$ cat src/rtl/complex_exec_pipe_pkg.sv
// Shared types and constants for the complex-ALU latency-matching pipe.
package complex_exec_pipe_pkg;
  localparam int DATA_W     = 32;
  localparam int FLAGS_W    = 6;
  localparam int TAG_W      = 7;
  localparam int PIPE_DEPTH = 3;

  // flag field bit positions consumed by writeback
  localparam int FLG_EXECUTED   = 0;
  localparam int FLG_EXCEPTION  = 1;
  localparam int FLG_MISPREDICT = 2;
  localparam int FLG_OVERFLOW   = 3;
  localparam int FLG_DIV_ZERO   = 4;
  localparam int FLG_SYSCALL    = 5;

  typedef struct packed {
    logic [TAG_W-1:0]    tag;
    logic [2*DATA_W-1:0] result;
    logic [FLAGS_W-1:0]  flags;
  } payload_t;

  function automatic int cnt_w(input int depth);
    return $clog2(depth + 1);
  endfunction
endpackage

$ cat src/rtl/complex_exec_pipe_stage.sv
// One pipe stage: valid bit plus payload, loads whenever its slot opens.
module complex_pipe_stage
  import complex_exec_pipe_pkg::*;
(
  input  logic     clk,
  input  logic     reset,
  input  logic     flush,
  input  logic     load,
  input  logic     in_v,
  input  payload_t in_p,
  output logic     v,
  output payload_t p
);
  always_ff @(posedge clk or posedge reset) begin
    if (reset)      v <= 1'b0;
    else if (flush) v <= 1'b0;
    else if (load)  v <= in_v;
  end

  // payload only captures real data; empty-stage contents are don't-care
  always_ff @(posedge clk or posedge reset) begin
    if (reset)                        p <= '0;
    else if (load && in_v && !flush)  p <= in_p;
  end
endmodule

$ cat src/rtl/complex_exec_pipe.sv
// Latency-matching pipe between complex ALU and writeback with bubble collapsing.
module complex_exec_pipe
  import complex_exec_pipe_pkg::*;
#(
  parameter  int DEPTH = PIPE_DEPTH,
  localparam int CNT_W = cnt_w(DEPTH)
) (
  input  logic                clk,
  input  logic                reset,
  input  logic                flush_i,
  input  logic                valid_i,
  output logic                ready_o,
  input  logic [TAG_W-1:0]    tag_i,
  input  logic [2*DATA_W-1:0] result_i,
  input  logic [FLAGS_W-1:0]  flags_i,
  output logic                valid_o,
  input  logic                ready_i,
  output logic [TAG_W-1:0]    tag_o,
  output logic [2*DATA_W-1:0] result_o,
  output logic [FLAGS_W-1:0]  flags_o,
  output logic [CNT_W-1:0]    count_o
);
  logic [DEPTH-1:0] v, load;
  payload_t [DEPTH-1:0] p;
  logic accept, fire;

  assign valid_o = v[DEPTH-1] & ~flush_i;
  assign fire    = valid_o & ready_i;
  assign ready_o = load[0];
  assign accept  = valid_i & ready_o & ~flush_i;

  // a slot opens if it or any stage ahead of it is empty, or the head fires
  always_comb begin : ready_chain
    logic open;
    open = fire;
    load = '0;
    for (int k = DEPTH-1; k >= 0; k--) begin
      open    = open | ~v[k];
      load[k] = open;
    end
  end

  for (genvar k = 0; k < DEPTH; k++) begin : g_stage
    logic     in_v;
    payload_t in_p;
    if (k == 0) begin : g_head_in
      assign in_v = accept;
      assign in_p = '{tag: tag_i, result: result_i, flags: flags_i};
    end else begin : g_chain_in
      assign in_v = v[k-1];
      assign in_p = p[k-1];
    end
    complex_pipe_stage u_stage (
      .clk   (clk),
      .reset (reset),
      .flush (flush_i),
      .load  (load[k]),
      .in_v  (in_v),
      .in_p  (in_p),
      .v     (v[k]),
      .p     (p[k])
    );
  end

  assign tag_o    = p[DEPTH-1].tag;
  assign result_o = p[DEPTH-1].result;
  assign flags_o  = p[DEPTH-1].flags;

  always_ff @(posedge clk or posedge reset) begin
    if (reset)                 count_o <= '0;
    else if (flush_i)          count_o <= '0;
    else if (accept && !fire)  count_o <= count_o + CNT_W'(1);
    else if (fire && !accept)  count_o <= count_o - CNT_W'(1);
  end
endmodule

$ cat config.mk
export PLATFORM = sky130hd
export DESIGN_NAME = complex_exec_pipe
export DESIGN_NICKNAME = d
export VERILOG_FILES = /design/src/rtl/complex_exec_pipe_pkg.sv /design/src/rtl/complex_exec_pipe_stage.sv /design/src/rtl/complex_exec_pipe.sv
export SDC_FILE = /design/constraint.sdc
export NUM_CORES = 1
export LEC_CHECK = 0
export BUFFER_PORTS_ARGS = -buffer_cell sky130_fd_sc_hd__buf_2
export CELL_PAD_IN_SITES_DETAIL_PLACEMENT = 0
export CELL_PAD_IN_SITES_GLOBAL_PLACEMENT = 2
export CORE_MARGIN = 4
export CORE_UTILIZATION = 36
export DETAILED_ROUTE_END_ITERATION = 10
export GPL_ROUTABILITY_DRIVEN = 0
export PLACE_DENSITY_LB_ADDON = 0.1
export SLEW_MARGIN = 15
export SYNTH_ARGS = -nofsm -noshare
export SYNTH_HDL_FRONTEND = slang
export SYNTH_SLANG_ARGS = --single-unit
export TNS_END_PERCENT = 5
$ cat constraint.sdc
create_clock -name clk -period 6.6 [get_ports clk]
set_input_delay 0.33 -clock clk [delete_from_list [all_inputs] [get_ports clk]]
set_output_delay 0.33 -clock clk [all_outputs]
set_load 0.02 [all_outputs]
; ---- Word level (Yosys, flattened, before mapping)
; Index checks and enable logic that the tools add are counted.
[totals]
word_cells = 50
output_inout_bits = 81
regBits = 236
[classes]
n_addsub = 2
n_bitwise = 11
mux = 9
reduce_logical = 15
[op_table]
columns = cell, n
row1 = $logic_and A1 B1 Y1, 8
row2 = $mux W1, 6
row3 = $mux W2, 3
row4 = $reduce_bool A2 Y1, 3
row5 = $and A1 B1 Y1, 4
row6 = $not A1 Y1, 4
row7 = $logic_not A1 Y1, 3
row8 = $or A1 B1 Y1, 3
row9 = $reduce_bool A3 Y1, 1
row10 = $add A2 B1 Y2 const B, 1
row11 = $sub A2 B1 Y2 const B, 1

; ---- Longest topological paths before layout
[depth]
ltp_word = 13
mapped_depth = 6

; ---- Cells and area by module
; Synthesis repeated with hierarchy kept, for this count alone.
[hier_totals]
cells_unflattened = 524
area_unflattened_um2 = 9278.9
[modules_own_cells]
columns = module, area_each_um2, n_inst, seq_area_each_um2, cells_each
row1 = complex_pipe_stage, 3034.2, 3, 1951.9, 167
row2 = complex_exec_pipe, 176.4, 1, 50.0, 23

; ---- Worst setup path after synthesis
; Ideal clock, no wire load.
[synth_path]
kind = reg-to-reg
from = reg g_stage[2].u_stage.v
to = reg, netlist name g_stage[2].u_stage.p[10]
setup_time_ns = 0.125
path_stages_with_launch = 7
n_path_buf = 3
path_slack_ns = 4.884
t_required_ns = 6.475
arrival_time_ns = 1.592
cell_sequence = dfrtp_1 > buf_2 > nor2b_1 > nor3b_2 > buf_2 > buf_6 > mux2_2
[synth_between]
elab_chain_len = 5
elab_cells_between_ends = 6
classes_between = bitwise: 4 / reduce/logical: 2
[synth_rtl]
columns = item, line_no
row1 = "start, declared", complex_exec_pipe_stage.sv:11  ; output logic v,
row2 = "start signal, assigned", complex_exec_pipe_stage.sv:17  ; else if (load) v <= in_v;
row3 = $and A1 B1 Y1, complex_exec_pipe.sv:27  ; assign valid_o = v[DEPTH-1] & ~flush_i;
row4 = $and A1 B1 Y1, complex_exec_pipe.sv:28  ; assign fire = valid_o & ready_i;
row5 = $or A1 B1 Y1 *, complex_exec_pipe.sv:38  ; open = open | ~v[k];
row6 = $logic_and A1 B1 Y1 * (2 in series), complex_exec_pipe_stage.sv:23  ; else if (load && in_v && !flush) p <= in_p;
; Every way passes the cells marked *; elsewhere a longest branch is shown, timed or not.
; A chain may end at the register's enable or synchronous reset.

; ---- Worst setup path after layout
[layout_path]
from = reg g_stage[2].u_stage.v
to = reg, netlist name g_stage[0].u_stage.p[12]
[layout_between]
elab_chain_len = 9
elab_cells_between_ends = 10
classes_between = bitwise: 8 / reduce/logical: 2
[layout_rtl]
columns = item, line_no
row1 = $and A1 B1 Y1, complex_exec_pipe.sv:27
row2 = $and A1 B1 Y1, complex_exec_pipe.sv:28
row3 = $or A1 B1 Y1 * (3 in series), complex_exec_pipe.sv:38
row4 = $and A1 B1 Y1 (2 in series), complex_exec_pipe.sv:30  ; assign accept = valid_i & ready_o & ~flush_i;
row5 = $logic_and A1 B1 Y1 * (2 in series), complex_exec_pipe_stage.sv:23
; Marks and branches as above.

==> PnR_summary.wiki <==
{| class="wikitable"
! Metric !! Value
|-
| Status || finished clean
|-
| Post-Layout Inst Area || between 0.01 and 0.015 mm2
|-
| Master cell of the clock root buffer || sky130_fd_sc_hd__clkbuf_16
|-
| Final net count || 781
|-
| Largest incremental delay on the critical path || between 0.7 and 0.8 ns
|-
| Critical path, cell by cell || nand4b_1 > nand2_4 > buf_4 > mux2_2
|-
| Hold Fails Final Rpt || 0
|-
| TritonCTS clock tree || yes
|-
| Worst skew pair latency || just over 0.5 ns
|-
| Port Buf Inserts || 162
|-
| Fraction of final layout cells sized beyond drive strength 1 || approximately 60%
|-
| DP Area || a little over 0.01 mm2
|-
| Internal Dissipation || roughly 3.2 mW
|-
| Antenna violations before repair || 3
|-
| Number of global-route vias before repair || roughly 5600
|-
| Seq/Total Area, Yosys || 65.5%
|-
| Parity-gate share of the synthesized area counting xor and xnor cells || 0%
|-
| Num CTS Buffers || 27
|-
| Top fanout value on the critical path || 61
|-
| Max Root-Sink Buffers || 3
|-
| EDFF count, synth || 0
|-
| Slack of the worst reg-to-reg path || 4.01 ns
|-
| Non-filler instance count after layout || roughly 1000
|-
| Sinks on Clock Net || 236
|-
| PwrDens || 404 mW/mm2
|-
| Logic pwr share || roughly 22%
|-
| Critical R2R Launch || g_stage[2].u_stage.v$_DFFE_PP0P_
|-
| Switch Pwr || 1.25 mW
|-
| Number of nets in the synthesized netlist || roughly 600
|-
| Number of cells on the critical path || 4
|-
| Die area || between 0.02 and 0.03 mm2
|-
| Crit path required time || roughly 7 ns
|-
| Number of warnings reported in the yosys synthesis log || 0
|-
| Fillcell total || 2250
|-
| Routed wirelength normalized by instance count || 17.3 um
|-
| Multiplexer fraction of the synthesized cell area || 30.1%
|-
| Transition time at the pin with the least slew margin || about 0.90 ns
|-
| Total of endpoints with negative setup slack in the final report || 0
|-
| Compound-cell area share of the yosys netlist || less than 1%
|-
| Number of detailed-routing iterations run before antenna repair || 4
|-
| Number of register bits inferred by synthesis || around 240
|-
| Final clock skew || around 0.0083 ns
|-
| Maxcap violations || 0
|-
| Mean cell area of the mapped netlist || 17.1 um2
|-
| DRC violations left || 0
|-
| Core region area || 0.0245 mm2
|-
| Startpoint kind of the worst setup timing path || register
|-
| Area added between synthesis and finish || 21.9%
|-
| Critical-path cell with the highest stage delay || sky130_fd_sc_hd__buf_4
|-
| Worst hold path cell count || 2
|-
| Largest net degree at the start of global routing || 120
|-
| Top Family by Delay on Critical Path || buffers and inverters
|-
| Diode count || 0
|-
| # placed instances || 993
|-
| Remaining antenna violation count after routing || 0
|-
| Overall routing resource usage || a little over an eighth
|-
| R2R Path End || g_stage[0].u_stage.p[12]$_DFFE_PP0P_
|-
| Number of H-tree levels || 1
|-
| Type of element capturing the critical path || register
|-
| Clock Pin Slew Worst Setup and Hold Paths || roughly 0.06 ns
|-
| Setup tns final || 0 ns
|-
| Post-layout min period || about 2.6 ns
|-
| Remaining global-route overflow || 0
|-
| Horizontal extent of the die || 166 um
|-
| Predominant post-synthesis flop cell || sky130_fd_sc_hd__dfrtp_1
|-
| CP arrival || 2.97 ns
|-
| Dominant combinational cell family by area after synthesis || multiplexers
|-
| Kind of path behind the tightest hold check || input port to register
|-
| Mapped Cells || approximately 530
|-
| Max-Slew Margin vs Limit || between 30% and 40%
|-
| 1st-iter DRT viols || slightly above 200
|-
| Via-to-Cell Ratio || 4.66
|-
| Quantity of hold-fixing buffers added after cts || 1
|-
| Maximum resistive drop on vdd || a little over 200 uV
|-
| Part of the total power dissipated in sequential elements || 46.1%
|-
| Hold slack || between 0.04 and 0.05 ns
|-
| Yosys cell types || 29
|-
| Switching power share of the total || 28.2%
|-
| Synthesized area || between 0.009 and 0.01 mm2
|-
| Post-detailed-placement half-perimeter wirelength || around 11 mm
|-
| Top-level port count || roughly 160
|-
| Relative contribution of the clock network to total power || approximately a third
|-
| First-pass GRT wire length || between 20 and 30 mm
|-
| Post-CTS repair timing setup buffer count || 0
|-
| RSZ-0062 raised after global routing || no
|-
| Buf/Inv on CP || 1
|-
| Total number of placement rows || 57
|-
| End point of the worst hold path || g_stage[0].u_stage.p[55]$_DFFE_PP0P_
|-
| Die boundary height || around 170 um
|-
| Number of vias after detailed routing || a little under 5000
|-
| Synthesized-area fraction occupied by adder cells || 0%
|-
| Starting utilization of the core area || ~37%
|-
| Final period util || between 30% and 40%
|-
| Worst Reg2Reg Path Length in Cells || 4
|-
| Count of final max-slew check failures || 0
|-
| Start-to-end type of the worst setup path || register to register
|-
| Overall power of the completed layout || 4.44 mW
|-
| Leakage Power || between 5 and 6 nW
|-
| Count of instances resized after the clock tree is built || 0
|-
| Async SR Flop Fraction || 100%
|-
| Share of synthesized cell area in and, or, nand and nor gates || around 1.2%
|-
| Launch point of the worst hold path || result_i[49]
|-
| Total Routed Length || around 18 mm
|-
| Achievable Freq || between 0.3 and 0.4 GHz
|}
[per-stage QoR]
| step | util, % | setup WS [ns] |
|---|---|---|
| 2_1_floorplan | - | 3.18 |
| 3_3_place_gp | 41.4 | 4.06 |
| 3_5_place_dp | 41.4 | 3.99 |
| 4_1_cts | 44.9 | 3.94 |
| 5_1_grt | 44.9 | 3.82 |
| 6_report | 44.9 | 4.01 |
[final cells by class]
type	count	area [um2]	area share, %
Inverter	5	22.5	0.205
Sequential cell	236	5910	53.7
Tap cell	324	405	3.69
Clock inverter	6	55.1	0.501
Timing Repair Buffer	171	893	8.12
Clock buffer	42	792	7.20
Multi-Input combinational cell	258	2920	26.6
[power groups by stage]
stage / combinational [mW] / sequential [mW] / clock, mW
after floorplan: 0.435 / 2.29 / 0
after CTS: 1.02 / 2.06 / 1.46
after global routing: 1.08 / 2.11 / 1.53
after global placement: 0.996 / 2.06 / 0
after detailed placement: 1.02 / 2.08 / 0
final: 0.996 / 2.05 / 1.40
[cells in the final DEF, fill, tap and decap left out, drive strengths merged, types with 2 or more instances in the layout]
master / count
mux2: 231
nand4b: 2
nor2: 4
buf: 170
clkbuf: 42
inv: 4
nand4: 2
dfrtp: 236
nor3b: 2
clkinv: 5
nor2b: 4
[worst max-delay path by stage]
stage	start	end	slack, ns
floorplan	reset	count_o[0]$_DFFE_PP0P_	3.18
global placement	flush_i	g_stage[1].u_stage.p[52]$_DFFE_PP0P_	4.06
detailed placement	ready_i	g_stage[0].u_stage.p[18]$_DFFE_PP0P_	3.99
CTS	g_stage[2].u_stage.v$_DFFE_PP0P_	g_stage[0].u_stage.p[12]$_DFFE_PP0P_	3.94
global route	g_stage[2].u_stage.v$_DFFE_PP0P_	g_stage[0].u_stage.p[18]$_DFFE_PP0P_	3.82
finish	g_stage[2].u_stage.v$_DFFE_PP0P_	g_stage[0].u_stage.p[12]$_DFFE_PP0P_	4.01
[synth_stat cells, types with 2 or more instances]
cell,count,share of area [%]
sky130_fd_sc_hd__buf_6,7,0.87
sky130_fd_sc_hd__nor2_1,4,0.17
sky130_fd_sc_hd__inv_1,4,0.17
sky130_fd_sc_hd__mux2_2,188,23
sky130_fd_sc_hd__nor2b_1,4,0.28
sky130_fd_sc_hd__nand4b_1,2,0.19
sky130_fd_sc_hd__dfrtp_1,236,65
sky130_fd_sc_hd__mux2_1,13,1.6
sky130_fd_sc_hd__nand4_1,2,0.14
sky130_fd_sc_hd__mux2_4,30,5.0
sky130_fd_sc_hd__buf_4,4,0.33
sky130_fd_sc_hd__buf_2,15,0.83
[state kept, by name, indices dropped and copies added, names as in the netlist]
signal / cells
g_stage.u_stage.p: 231
g_stage.u_stage.v: 3
count_o: 2
[cells by family after synthesis]
family                 Yosys count
flip-flops                     236
multiplexers                   231
buffers and inverters           32
AND/OR/NAND/NOR                 17
AO/OA/AOI/OAI                   10
[metal layers]
metal | up-vias | track usage (%) | wire length [um]
met5 | - | 0 | 46
met1 | 2493 | 16.3 | 7550
met2 | 107 | 22.5 | 8880
met3 | 38 | 4.00 | 1080
met4 | 6 | 3.34 | 429
li1 | 2215 | - | -
[worst register-to-register path, cell delays in order, from the launching register on]
cell and delay [ns]:
sky130_fd_sc_hd__dfrtp_1 0.51, sky130_fd_sc_hd__nand4b_1 0.36, sky130_fd_sc_hd__nand2_4 0.36, sky130_fd_sc_hd__buf_4 0.76
sky130_fd_sc_hd__mux2_2 0.47
Note: power is estimated with default switching activity, not from simulation.
